==> src/rtl/ucsbece154a_ctrl_pkg.sv <==
// Shared encodings for the wait-state multicycle controller and datapath.
// State codes, opcodes, ALU codes and the per-state control word decode.
package ucsbece154a_ctrl_pkg;

   typedef enum logic [3:0] {
      S_FETCH    = 4'd0,
      S_DECODE   = 4'd1,
      S_MEMADR   = 4'd2,
      S_MEMREAD  = 4'd3,
      S_MEMWB    = 4'd4,
      S_MEMWRITE = 4'd5,
      S_EXECR    = 4'd6,
      S_ALUWB    = 4'd7,
      S_EXECI    = 4'd8,
      S_JAL      = 4'd9,
      S_BRANCH   = 4'd10,
      S_LUI      = 4'd11,
      S_JALRADR  = 4'd12,
      S_TRAP     = 4'd13,
      S_RESET    = 4'd14
   } state_t;

   localparam logic [6:0] OP_LW   = 7'b0000011;
   localparam logic [6:0] OP_SW   = 7'b0100011;
   localparam logic [6:0] OP_R    = 7'b0110011;
   localparam logic [6:0] OP_I    = 7'b0010011;
   localparam logic [6:0] OP_BR   = 7'b1100011;
   localparam logic [6:0] OP_JAL  = 7'b1101111;
   localparam logic [6:0] OP_JALR = 7'b1100111;
   localparam logic [6:0] OP_LUI  = 7'b0110111;

   localparam logic [2:0] F3_ADD  = 3'b000;
   localparam logic [2:0] F3_SLL  = 3'b001;
   localparam logic [2:0] F3_SLT  = 3'b010;
   localparam logic [2:0] F3_SLTU = 3'b011;
   localparam logic [2:0] F3_XOR  = 3'b100;
   localparam logic [2:0] F3_SRL  = 3'b101;
   localparam logic [2:0] F3_OR   = 3'b110;
   localparam logic [2:0] F3_AND  = 3'b111;
   localparam logic [2:0] F3_BEQ  = 3'b000;
   localparam logic [2:0] F3_BNE  = 3'b001;

   typedef enum logic [1:0] {
      ALUOP_ADD = 2'b00,
      ALUOP_SUB = 2'b01,
      ALUOP_FN  = 2'b10
   } aluop_t;

   localparam logic [3:0] ALU_ADD  = 4'b0000;
   localparam logic [3:0] ALU_SUB  = 4'b0001;
   localparam logic [3:0] ALU_AND  = 4'b0010;
   localparam logic [3:0] ALU_OR   = 4'b0011;
   localparam logic [3:0] ALU_XOR  = 4'b0100;
   localparam logic [3:0] ALU_SLT  = 4'b0101;
   localparam logic [3:0] ALU_SLL  = 4'b0110;
   localparam logic [3:0] ALU_SRL  = 4'b0111;
   localparam logic [3:0] ALU_SLTU = 4'b1000;

   localparam logic [2:0] IMM_I = 3'b000;
   localparam logic [2:0] IMM_S = 3'b001;
   localparam logic [2:0] IMM_B = 3'b010;
   localparam logic [2:0] IMM_J = 3'b011;
   localparam logic [2:0] IMM_U = 3'b100;

   typedef struct packed {
      logic       pc_upd;
      logic       branch;
      logic       mem_write;
      logic       ir_write;
      logic       reg_write;
      logic [1:0] src_a;
      logic [1:0] src_b;
      logic       adr;
      logic [1:0] res;
      aluop_t     alu_op;
      logic       mem_req;
      logic       illegal;
   } ctrl_t;

   function automatic ctrl_t ctrl_of(input state_t s);
      ctrl_t c;
      c = '0;
      case (s)
         S_FETCH: begin
            c.pc_upd   = 1'b1;
            c.ir_write = 1'b1;
            c.src_b    = 2'b10;
            c.res      = 2'b10;
            c.mem_req  = 1'b1;
         end
         S_DECODE: begin
            c.src_a = 2'b01;
            c.src_b = 2'b01;
         end
         S_MEMADR, S_JALRADR: begin
            c.src_a = 2'b10;
            c.src_b = 2'b01;
         end
         S_MEMREAD: begin
            c.adr     = 1'b1;
            c.mem_req = 1'b1;
         end
         S_MEMWB: begin
            c.reg_write = 1'b1;
            c.res       = 2'b01;
         end
         S_MEMWRITE: begin
            c.mem_write = 1'b1;
            c.adr       = 1'b1;
            c.mem_req   = 1'b1;
         end
         S_EXECR: begin
            c.src_a  = 2'b10;
            c.alu_op = ALUOP_FN;
         end
         S_EXECI: begin
            c.src_a  = 2'b10;
            c.src_b  = 2'b01;
            c.alu_op = ALUOP_FN;
         end
         S_ALUWB: c.reg_write = 1'b1;
         S_JAL: begin
            c.pc_upd = 1'b1;
            c.src_a  = 2'b01;
            c.src_b  = 2'b10;
         end
         S_BRANCH: begin
            c.branch = 1'b1;
            c.src_a  = 2'b10;
            c.alu_op = ALUOP_SUB;
         end
         S_LUI: c.src_b = 2'b01;
         // TRAP keeps only the sticky flag; no enable may fire
         S_TRAP: c.illegal = 1'b1;
         default: c = '0;
      endcase
      return c;
   endfunction

endpackage

==> src/rtl/ucsbece154a_controller_ws_if.sv <==
// Controller <-> datapath bundle: IR fields and flags in, enables and selects out.
interface ucsbece154a_controller_ws_if;
   logic [6:0] op_i;
   logic [2:0] funct3_i;
   logic       funct7_i;
   logic       zero_i;
   logic       mem_ready_i;
   logic       PCWrite_o;
   logic       MemWrite_o;
   logic       IRWrite_o;
   logic       RegWrite_o;
   logic       AdrSrc_o;
   logic [1:0] ALUSrcA_o;
   logic [1:0] ALUSrcB_o;
   logic [1:0] ResultSrc_o;
   logic [3:0] ALUControl_o;
   logic [2:0] ImmSrc_o;
   logic       mem_req_o;
   logic       illegal_o;

   modport master (
      input  op_i, funct3_i, funct7_i, zero_i, mem_ready_i,
      output PCWrite_o, MemWrite_o, IRWrite_o, RegWrite_o, AdrSrc_o,
      output ALUSrcA_o, ALUSrcB_o, ResultSrc_o, ALUControl_o, ImmSrc_o,
      output mem_req_o, illegal_o
   );

   modport slave (
      output op_i, funct3_i, funct7_i, zero_i, mem_ready_i,
      input  PCWrite_o, MemWrite_o, IRWrite_o, RegWrite_o, AdrSrc_o,
      input  ALUSrcA_o, ALUSrcB_o, ResultSrc_o, ALUControl_o, ImmSrc_o,
      input  mem_req_o, illegal_o
   );
endinterface

==> src/rtl/ucsbece154a_alu_decoder.sv <==
// ALUOp/funct3/funct7 -> ALU control code.
// Also flags funct3 values this build cannot execute.
module ucsbece154a_alu_decoder
   import ucsbece154a_ctrl_pkg::*;
#(
   parameter bit ALU_EXT = 1'b0
) (
   input  aluop_t     alu_op,
   input  logic [2:0] funct3,
   input  logic       funct7,
   input  logic       op5,
   output logic [3:0] alu_control,
   output logic       unsupported
);

   always_comb begin
      unsupported = 1'b0;
      case (funct3)
         F3_ADD, F3_SLT, F3_OR, F3_AND: unsupported = 1'b0;
         default: unsupported = !ALU_EXT;
      endcase
   end

   always_comb begin
      alu_control = ALU_ADD;
      case (alu_op)
         ALUOP_ADD: alu_control = ALU_ADD;
         ALUOP_SUB: alu_control = ALU_SUB;
         ALUOP_FN: begin
            case (funct3)
               // only R-type (op5) uses bit 30 to pick sub
               F3_ADD: alu_control = (funct7 & op5) ? ALU_SUB : ALU_ADD;
               F3_SLT: alu_control = ALU_SLT;
               F3_OR:  alu_control = ALU_OR;
               F3_AND: alu_control = ALU_AND;
               F3_XOR: if (ALU_EXT) alu_control = ALU_XOR;
               F3_SLL: if (ALU_EXT) alu_control = ALU_SLL;
               F3_SRL: if (ALU_EXT) alu_control = ALU_SRL;
               F3_SLTU: if (ALU_EXT) alu_control = ALU_SLTU;
            endcase
         end
         default: alu_control = ALU_ADD;
      endcase
   end

endmodule

==> src/rtl/ucsbece154a_controller_ws.sv <==
// Multicycle RV32I control FSM with memory wait states and an illegal trap.
// Control word is registered from state_next so it is valid with its state.
module ucsbece154a_controller_ws
   import ucsbece154a_ctrl_pkg::*;
#(
   parameter bit MEM_WAIT_EN = 1'b1,
   parameter bit ALU_EXT     = 1'b0
) (
   input logic clk,
   input logic reset,
   ucsbece154a_controller_ws_if.master bus
);

   state_t     state, state_next;
   ctrl_t      ctrl_q;
   logic       ready;
   logic       in_fetch;
   logic       f3_bad;
   logic       br_ok;
   logic       br_take;
   logic [3:0] alu_control;

   assign ready    = bus.mem_ready_i | ~MEM_WAIT_EN;
   assign in_fetch = (state == S_FETCH);
   assign br_ok    = (bus.funct3_i == F3_BEQ) |
                     (bus.funct3_i == F3_BNE);
   assign br_take  = bus.zero_i ^ bus.funct3_i[0];

   ucsbece154a_alu_decoder #(
      .ALU_EXT(ALU_EXT)
   ) u_alu_dec (
      .alu_op     (ctrl_q.alu_op),
      .funct3     (bus.funct3_i),
      .funct7     (bus.funct7_i),
      .op5        (bus.op_i[5]),
      .alu_control(alu_control),
      .unsupported(f3_bad)
   );

   always_ff @(posedge clk or negedge reset) begin
      if (!reset) begin
         state  <= S_RESET;
         ctrl_q <= '0;
      end else begin
         state  <= state_next;
         ctrl_q <= ctrl_of(state_next);
      end
   end

   always_comb begin
      state_next = state;
      case (state)
         S_RESET: state_next = S_FETCH;
         S_FETCH: if (ready) state_next = S_DECODE;
         S_DECODE: begin
            case (bus.op_i)
               OP_LW, OP_SW: state_next = S_MEMADR;
               OP_R:    state_next = f3_bad ? S_TRAP : S_EXECR;
               OP_I:    state_next = f3_bad ? S_TRAP : S_EXECI;
               OP_BR:   state_next = br_ok ? S_BRANCH : S_TRAP;
               OP_JAL:  state_next = S_JAL;
               OP_JALR: state_next = S_JALRADR;
               OP_LUI:  state_next = S_LUI;
               default: state_next = S_TRAP;
            endcase
         end
         S_MEMADR:
            state_next = (bus.op_i == OP_SW) ? S_MEMWRITE : S_MEMREAD;
         S_MEMREAD:  if (ready) state_next = S_MEMWB;
         S_MEMWRITE: if (ready) state_next = S_FETCH;
         S_MEMWB, S_ALUWB, S_BRANCH: state_next = S_FETCH;
         S_EXECR, S_EXECI, S_JAL, S_LUI: state_next = S_ALUWB;
         S_JALRADR: state_next = S_JAL;
         S_TRAP:    state_next = S_TRAP;
         default:   state_next = S_TRAP;
      endcase
   end

   always_comb begin
      bus.ImmSrc_o = IMM_I;
      case (bus.op_i)
         OP_SW:   bus.ImmSrc_o = IMM_S;
         OP_BR:   bus.ImmSrc_o = IMM_B;
         OP_JAL:  bus.ImmSrc_o = IMM_J;
         OP_LUI:  bus.ImmSrc_o = IMM_U;
         default: bus.ImmSrc_o = IMM_I;
      endcase
   end

   // PC/IR strobe only on the cycle the fetch actually completes
   assign bus.PCWrite_o    = (ctrl_q.pc_upd & (ready | ~in_fetch)) |
                             (ctrl_q.branch & br_take);
   assign bus.IRWrite_o    = ctrl_q.ir_write & ready;
   assign bus.MemWrite_o   = ctrl_q.mem_write;
   assign bus.RegWrite_o   = ctrl_q.reg_write;
   assign bus.AdrSrc_o     = ctrl_q.adr;
   assign bus.ALUSrcA_o    = ctrl_q.src_a;
   assign bus.ALUSrcB_o    = ctrl_q.src_b;
   assign bus.ResultSrc_o  = ctrl_q.res;
   assign bus.ALUControl_o = alu_control;
   assign bus.mem_req_o    = ctrl_q.mem_req;
   assign bus.illegal_o    = ctrl_q.illegal;

endmodule

==> src/flat_wrapper.sv <==
// flat-port wrapper written by rule: the top's interface ports become plain ports
module ucsbece154a_controller_ws_flat import ucsbece154a_ctrl_pkg::*;
#(
   parameter bit MEM_WAIT_EN = 1'b1,
   parameter bit ALU_EXT     = 1'b0
)
  (clk, reset, bus_op_i, bus_funct3_i, bus_funct7_i, bus_zero_i, bus_mem_ready_i, bus_PCWrite_o, bus_MemWrite_o, bus_IRWrite_o, bus_RegWrite_o, bus_AdrSrc_o, bus_ALUSrcA_o, bus_ALUSrcB_o, bus_ResultSrc_o, bus_ALUControl_o, bus_ImmSrc_o, bus_mem_req_o, bus_illegal_o);
  ucsbece154a_controller_ws_if bus_i ();
  input logic clk;
  input logic reset;
  input wire logic [$bits(bus_i.op_i)-1:0] bus_op_i;
  input wire logic [$bits(bus_i.funct3_i)-1:0] bus_funct3_i;
  input wire logic [$bits(bus_i.funct7_i)-1:0] bus_funct7_i;
  input wire logic [$bits(bus_i.zero_i)-1:0] bus_zero_i;
  input wire logic [$bits(bus_i.mem_ready_i)-1:0] bus_mem_ready_i;
  output wire logic [$bits(bus_i.PCWrite_o)-1:0] bus_PCWrite_o;
  output wire logic [$bits(bus_i.MemWrite_o)-1:0] bus_MemWrite_o;
  output wire logic [$bits(bus_i.IRWrite_o)-1:0] bus_IRWrite_o;
  output wire logic [$bits(bus_i.RegWrite_o)-1:0] bus_RegWrite_o;
  output wire logic [$bits(bus_i.AdrSrc_o)-1:0] bus_AdrSrc_o;
  output wire logic [$bits(bus_i.ALUSrcA_o)-1:0] bus_ALUSrcA_o;
  output wire logic [$bits(bus_i.ALUSrcB_o)-1:0] bus_ALUSrcB_o;
  output wire logic [$bits(bus_i.ResultSrc_o)-1:0] bus_ResultSrc_o;
  output wire logic [$bits(bus_i.ALUControl_o)-1:0] bus_ALUControl_o;
  output wire logic [$bits(bus_i.ImmSrc_o)-1:0] bus_ImmSrc_o;
  output wire logic [$bits(bus_i.mem_req_o)-1:0] bus_mem_req_o;
  output wire logic [$bits(bus_i.illegal_o)-1:0] bus_illegal_o;
  assign bus_i.op_i = bus_op_i;
  assign bus_i.funct3_i = bus_funct3_i;
  assign bus_i.funct7_i = bus_funct7_i;
  assign bus_i.zero_i = bus_zero_i;
  assign bus_i.mem_ready_i = bus_mem_ready_i;
  assign bus_PCWrite_o = bus_i.PCWrite_o;
  assign bus_MemWrite_o = bus_i.MemWrite_o;
  assign bus_IRWrite_o = bus_i.IRWrite_o;
  assign bus_RegWrite_o = bus_i.RegWrite_o;
  assign bus_AdrSrc_o = bus_i.AdrSrc_o;
  assign bus_ALUSrcA_o = bus_i.ALUSrcA_o;
  assign bus_ALUSrcB_o = bus_i.ALUSrcB_o;
  assign bus_ResultSrc_o = bus_i.ResultSrc_o;
  assign bus_ALUControl_o = bus_i.ALUControl_o;
  assign bus_ImmSrc_o = bus_i.ImmSrc_o;
  assign bus_mem_req_o = bus_i.mem_req_o;
  assign bus_illegal_o = bus_i.illegal_o;
  ucsbece154a_controller_ws #(.MEM_WAIT_EN(MEM_WAIT_EN), .ALU_EXT(ALU_EXT)) u_core (.clk(clk), .reset(reset), .bus(bus_i));
endmodule
==> config.mk <==
export PLATFORM = sky130hd
export DESIGN_NAME = ucsbece154a_controller_ws_flat
export DESIGN_NICKNAME = d
export VERILOG_FILES = /design/src/rtl/ucsbece154a_ctrl_pkg.sv /design/src/rtl/ucsbece154a_controller_ws_if.sv /design/src/rtl/ucsbece154a_alu_decoder.sv /design/src/rtl/ucsbece154a_controller_ws.sv /design/src/flat_wrapper.sv
export SDC_FILE = /design/constraint.sdc
export NUM_CORES = 1
export LEC_CHECK = 0
export ABC_AREA = 1
export BUFFER_PORTS_ARGS = -buffer_cell sky130_fd_sc_hd__buf_2
export CAP_MARGIN = 5
export CORE_MARGIN = 2
export CORE_UTILIZATION = 47
export DETAILED_ROUTE_END_ITERATION = 7
export GPL_ROUTABILITY_DRIVEN = 1
export GPL_TIMING_DRIVEN = 0
export PLACE_DENSITY = 0.76
export SYNTH_ARGS = -nofsm -noshare
export SYNTH_HDL_FRONTEND = slang
export SYNTH_SLANG_ARGS = --single-unit
==> constraint.sdc <==
create_clock -name clk -period 1.52 [get_ports clk]
set_clock_uncertainty 0.15 [all_clocks]
set_input_delay 0.076 -clock clk [delete_from_list [all_inputs] [get_ports clk]]
set_output_delay 0.076 -clock clk [all_outputs]
set_load 0.02 [all_outputs]
==> results by group, run 1 <==
Status
  • Status: finished with violations
  • Failing checks: setup timing

Timing
  • PnR worst setup slack: -382 ps
  • Final min period: between 1500 and 2000 ps
  • Final slew viol count: 0
  • Fmax: 0.526 GHz
  • Fin Setup TNS: -4260 ps
  • Final Cycle Share: 125%
  • Endpoints failing setup: 17
  • Hold Slack: 9.74 ps
  • Final hold violations: 0
  • RSZ-0062 raised after global routing: true

Pwr
  • P_leak: 1.04 nW
  • Maximum vdd drop: 0.000427 V
  • Pwr Density: 473 nW/µm²

Setup path
  • CP required: 1590 ps
  • Critical path, cell by cell: nor2_4 -> nand3_2 -> nor2_4 -> nor2_4 -> nand3_2 -> nor2_4 -> nand3_2 -> inv_2 -> nand2_2 -> o21ai_0
  • Crit end category: flip-flop
  • Worst Path Buf+Inv: 1
  • Critical path class: flip-flop to flip-flop
  • CP top delay family: simple AND/OR/NAND/NOR gates
  • Worst path slowest cell: dfstp_2
  • CP Max Fanout: 6
  • Crit-path max cell delay: 610 ps
  • Crit path top cell by count: nor2_4
  • Nature of the critical path startpoint: flip-flop
  • Arrival time worst endpoint: 1970 ps

Floorplan
  • Starting density of the core: 50.5%
  • Die Y: about 56 µm
  • Total core area: 2540 µm²
  • Die ar.: 3170 µm²
  • Row cnt: 18
  • Boundary Pins: 35
  • Die width: approximately 56 µm

Routing
  • Post-DRT Antenna Nets: 0
  • DR pass1 iterations: 5
  • # DRC: 0
  • Mean routed wirelength per cell: 12.2 µm
  • Via count: between 1,000 and 1,500
  • Total wire length: 3.32 mm
  • Starting DRT DRC Count: 48
  • Vias per cell: 5.05

Final layout
  • Diodes inserted: 0
  • Layout overhead on the synthesized area: 43.3%
  • Post-layout util: ~72%
  • Final nets: 259
  • Layout cells sized above 1: 51.0%

Clocking
  • CTS HTree Levels: 1
  • Root buffer cell: clkbuf_4
  • Clock Path Buffers: 2
  • CTS buffer count: 3
  • Total clock sinks: 18
  • Clock transition at path regs: 100 ps
  • Worst-Skew Late Latency: 310 ps
  • CTS tree: done

Synthesis
  • #FFs+latches synth: 18
  • Netlist cell types: 22
  • Mapped Cells: 185
  • Mean cell area of the mapped netlist: 6.95 µm²
  • Synthesized area: 1290 µm²
  • Yosys warns: 0
  • Register area share after synthesis: between 30% and 40%
  • Syn nets: 202

GRT
  • First-pass GRT wire length: just under 5 mm
  • Vias in the first global route: approximately 1,200
  • Initial antenna violation count: 0
  • Total GRT Usage: 19.9%
  • Largest net degree at the start of global routing: 19
  • Total grt overflow: 0

Placed design
  • DP HPWL: 2.01 mm
  • Port Buffers: 33
  • Routability Congestion: 0.884

Flow run
  • Max cap viols: 0

Hold path
  • Min-Delay Path Class: input port to flip-flop
-- flip-flops by register name (all words and copies together) (netlist names), 2 cells and up --
signal,flops
u_core.state,4
u_core.ctrl_q,4
u_core.bus.ALUSrcA_o,2
u_core.bus.ALUSrcB_o,2
-- through the flow --
| step | area (µm²) | total power, mW | setup WS, ps | instances |
|---|---|---|---|---|
| after floorplan | 1290 | 0.531 | -153 | 185 |
| after global placement | 1490 | 0.572 | -309 | 248 |
| after global routing | 1840 | 0.900 | -473 | 271 |
| after detailed placement | 1490 | 0.573 | -332 | 248 |
| final | 1840 | 0.872 | -382 | 271 |
| after CTS | 1690 | 0.868 | -297 | 267 |
-- worst min-delay path, cell delays in order --
cell     delay, ps
buf_2          150
nand4_1        160
inv_1           50
-- synthesized netlist by cell type --
cell     instances  area share [%]
nand4_1          5             2.4
dfrtp_1         15              29
nor2_2           6             2.9
conb_1           1            0.29
nor2_1          26             7.6
nand2_1         36              11
xnor2_1          1            0.68
dfstp_2          3             6.1
ha_1             2             1.9
nand2_2         11             5.4
a21oi_1          1            0.39
inv_1           28             8.2
inv_2            2            0.58
buf_4            7             4.1
nor2_4           4             3.5
nand3_1         20             7.8
nand3_2          3             2.3
o21ai_2          2             1.4
nor3_1           1            0.39
o22ai_1          1            0.49
o21ai_0          8             3.1
o21ai_1          2            0.78
-- layer usage --
layer	routed length, µm	vias to the layer above	track usage [%]	part of all wire [%]
met1	1220	624	22.6	37
met5	0	-	0	0
met3	142	13	2.07	4.3
li1	-	687	-	-
met4	116	0	7.48	3.5
met2	1840	45	37.6	56
-- placed cells by master (no fill, tap or decap), drive strengths merged --
cell type	count
o22ai	1
nand4	5
ha	2
inv	30
nand3	23
xnor2	1
nor2	36
o21ai	12
dfrtp	15
conb	1
clkbuf	4
a21oi	1
nor3	1
nand2	47
dlygate4sd3	1
dfstp	3
buf	58
-- worst paths after layout --
| check | startpoint | to | slack (ps) | depth (start not counted) |
|---|---|---|---|---|
| min | bus_mem_ready_i | u_core.bus.ResultSrc_o[0] | 10 | 3 |
| min reg2reg | u_core.state[0] | u_core.bus.ResultSrc_o[0] | 570 | 2 |
| min in group asynchronous | reset | u_core.bus.RegWrite_o | 60 | 2 |
| max reg2reg | u_core.state[3] | u_core.bus.ALUSrcB_o[1] | -380 | 10 |
| max in group asynchronous | reset | u_core.state[3] | 840 | 2 |
| max | u_core.state[3] | u_core.bus.ALUSrcB_o[1] | -380 | 10 |
-- cell families (layout without fill, tap and decap cells) --
group                    count (synthesis)  after routing  synth area share, %
adder cells (fa/ha/maj)                  2              2                 1.95
AO/OA/AOI/OAI                           14             14                 6.13
buffers and inverters                   37             93                 12.8
flip-flops                              18             18                 35.3
other                                    1              1                0.292
XOR/XNOR                                 1              1                0.681
AND/OR/NAND/NOR                        112            112                 42.8
-- cell type report --
cell class                      count  area, µm²
Buffer                              7       52.6
Fill cell                         210        702
Clock buffer                        4       36.3
Multi-Input combinational cell    130        830
Inverter                           30        113
Timing Repair Buffer               52        319
Sequential cell                    18        455
Tap cell                           30       37.5
-- power by group --
group          internal (mW)  switching, mW  total, mW
Clock                  0.147          0.158      0.305
Combinational         0.0311         0.0568     0.0879
Sequential             0.479              0      0.479
-- repair_timing --
action / CTS / global route
hold buffers: 1 / 0
endpoints found under the setup margin: 15 / 18
pin swaps: 19 / 11
buffers inserted: 14 / 4
endpoints found under the hold margin: 18 / 0
gates resized for setup: 17 / 31
(Power assumes the default switching activity.)
==> run 2, diff against run 1 <==
Settings changed: GPL_TIMING_DRIVEN 0 to not set.
==> run 2 against run 1 <==
Net effect: the flow still finishes with violations (setup timing); setup slack got worse by 14 ps; total power shrank 0.14%; register-to-register slack barely moved; sequential power is essentially flat; cell count rose by 2.6%; critical path depth fell by 2; via count increased by 0.44%; combinational power up 6.7%; die area did not move; utilization increased by 2.9 points; cell area grew 3.9%; wire length up 1.0%; critical endpoint is now u_core.bus.mem_req_o; highest routed layer unchanged.
==> results by group, run 2 (synthesis gave the netlist of run 1 again) <==
Status
  • Status: finished with violations
  • Failing checks: setup timing

Final layout
  • Layout overhead on the synthesized area: 48.9%
  • Final instance area: 1920 µm² (+3.9%)
  • Commonest non-fill, non-tap cell in the layout: buf_4
  • Commonest cells after routing, fill and taps aside: buf_4, nand2_1, buf_2, inv_1, nor2_1
  • FF/Latch Area: 455 µm² (unchanged)
  • Final nets: 266 (+2.7%)
  • Diodes inserted: 0 (unchanged)
  • Largest registers: u_core.ctrl_q (4), u_core.state (4)
  • Area occupied by multi-input gates: 841 µm² (+1.4%)
  • Layout cells sized above 1: 52.8% (+1.8 points)
  • Fill count: 198 (-5.7%)

Timing
  • RSZ-0062 raised after global routing: true
  • Final slew viol count: 0 (unchanged)
  • Final hold violations: 0 (unchanged)
  • PnR worst setup slack: -396 ps (-14.1 ps)
  • Final min period: 1920 ps (+14.1 ps)
  • Fmax: 0.522 GHz (-0.73%)
  • Final Cycle Share: 126% (+0.93 points)
  • Endpoints failing setup: 17 (unchanged)

Floorplan
  • Row cnt: 18 (unchanged)
  • Die Y: 56.3 µm (unchanged)
  • Die width: 56.3 µm (unchanged)
  • Die ar.: 3170 µm² (unchanged)
  • Boundary Pins: 35 (unchanged)
  • Starting density of the core: 50.5% (unchanged)
  • Total core area: 2540 µm² (unchanged)

Pwr
  • P_leak: 1.08 nW (+4.1%)
  • Reg power frac: 55.0% (about the same)
  • Maximum vdd drop: 0.000515 V (+21%)
  • P_int: 0.660 mW (+0.50%)
  • Tot Pwr: 0.870 mW (-0.14%)
  • Power share of the combinational group: 10.8% (+0.7 points)
  • Clk pwr share: 34.2% (-0.8 points)
  • Pwr Density: 454 nW/µm² (-3.9%)
  • Net switching power: 0.210 mW (-2.1%)
  • Net Sw Frac: 24.2% (-0.48 points)

Clocking
  • Clock Path Buffers: 2 (unchanged)
  • Total clock sinks: 18 (unchanged)
  • Worst-Skew Late Latency: 300 ps (about the same)
  • Root buffer cell: clkbuf_4
  • CTS HTree Levels: 1 (unchanged)
  • CTS tree: done
  • Clock transition at path regs: 110 ps (about the same)
  • CTS buffer count: 3 (unchanged)

Setup path
  • Critical path, cell by cell: nor2_4 -> buf_4 -> nand3_1 -> nand2_1 -> nor2_4 -> nand2_4 -> nand4_1 -> nand3_1
  • Worst path slowest cell: dfstp_2
  • Crit-path max cell delay: 610 ps (about the same)
  • CP Max Fanout: 5 (-1)
  • Crit end category: flip-flop
  • Critical path class: flip-flop to flip-flop
  • Arrival time worst endpoint: 1940 ps (-30 ps)
  • CP required: 1550 ps (-40 ps)
  • Nature of the critical path startpoint: flip-flop

Routing
  • Via count: 1,375 (+0.44%)
  • Post-DRT Antenna Nets: 0 (unchanged)
  • DR pass1 iterations: 5 (unchanged)
  • Vias per cell: 4.95 (-2.1%)
  • Total wire length: 3.35 mm (+1.0%)
  • Mean routed wirelength per cell: 12.1 µm (-1.5%)
  • Starting DRT DRC Count: 27 (-44%)
  • # DRC: 0 (unchanged)

GRT
  • Total GRT Usage: 19.6% (-0.27 points)
  • Initial antenna violation count: 0 (unchanged)
  • Largest net degree at the start of global routing: 19 (unchanged)
  • Vias in the first global route: 1,243 (+4.2%)
  • Total grt overflow: 0 (unchanged)
  • First-pass GRT wire length: 4.95 mm (unchanged)

Flow run
  • Max cap viols: 0 (unchanged)

Placed design
  • DP Worst Slack: -301 ps (+31.0 ps)
  • DP HPWL: 2.27 mm (+13%)
  • Port Buffers: 33 (unchanged)
  • Post-DP Area: 1600 µm² (+7.6%)
  • Routability Congestion: 0.814 (-8.0%)

Hold path
  • Min-Delay Path Class: input port to async pin
## run 2: cell types whose count changed in the layout (fill, tap and decap cells not counted), sizes merged
cell	previous run	this run
buf	58	65
## run 2: final timing paths
check | startpoint | to | slack (ps) | cells after the start
max | u_core.state[2] | u_core.bus.mem_req_o | -400 | 8
min | reset | u_core.bus.ResultSrc_o[0] | 60 | 2
max reg2reg | u_core.state[2] | u_core.bus.mem_req_o | -400 | 8
min reg2reg | u_core.state[0] | u_core.bus.ResultSrc_o[0] | 660 | 3
max in group asynchronous | reset | u_core.state[1] | 840 | 2
min in group clk | bus_mem_ready_i | u_core.bus.ResultSrc_o[0] | 90 | 4
## run 2: metrics by stage
step / TNS [ps] / util (%) / cells / hold slack, ps
after floorplan: -1120 / - / 185 / -370
after global placement: -2170 / 62.9 / 263 / -131
after detailed placement: -2970 / 62.9 / 263 / -131
after CTS: -3220 / 67.8 / 271 / 52.8
after global routing: -5790 / 75.3 / 278 / 89.1
final: -4840 / 75.3 / 278 / 64.5
## run 2: what timing repair did
item                                    in CTS  in global routing
hold buffers                                 1                  0
endpoints found under the setup margin      17                 18
pin swaps                                    4                  9
gates cloned                                 0                  0
gates resized for setup                     21                 33
setup buffers                                3                  7
hold endpoints to repair                    18                  0
## run 2: critical path: cells and delay by family (launching register included)
kind / cells / cell delay, ps
simple gates: 7 / 900
flops: 1 / 610
buf+inv: 1 / 140
## run 2: power groups by stage
stage                     clock network [mW]  registers [mW]  logic (mW)
after global placement                     0           0.488      0.0888
after global routing                   0.327           0.479       0.107
after detailed placement                   0           0.488      0.0897
after floorplan                            0           0.488      0.0429
final                                  0.298           0.479      0.0938
after CTS                              0.298           0.479      0.0926
## run 2: layer usage
layer | vias to the layer above | track usage, % | routed length, µm
li1 | 701 | - | -
met1 | 631 | 22.2 | 1390
met2 | 36 | 37.0 | 1790
met3 | 7 | 2.07 | 107
met4 | 0 | 7.82 | 65
met5 | - | 0 | 0
## run 2: layout make-up
type	instances	area share [%]
flip-flops and latches	18	23.8
well taps	30	1.96
inverters	30	5.88
clock buffers	4	1.89
multi-input cells	130	43.9
repair buffers	66	22.6
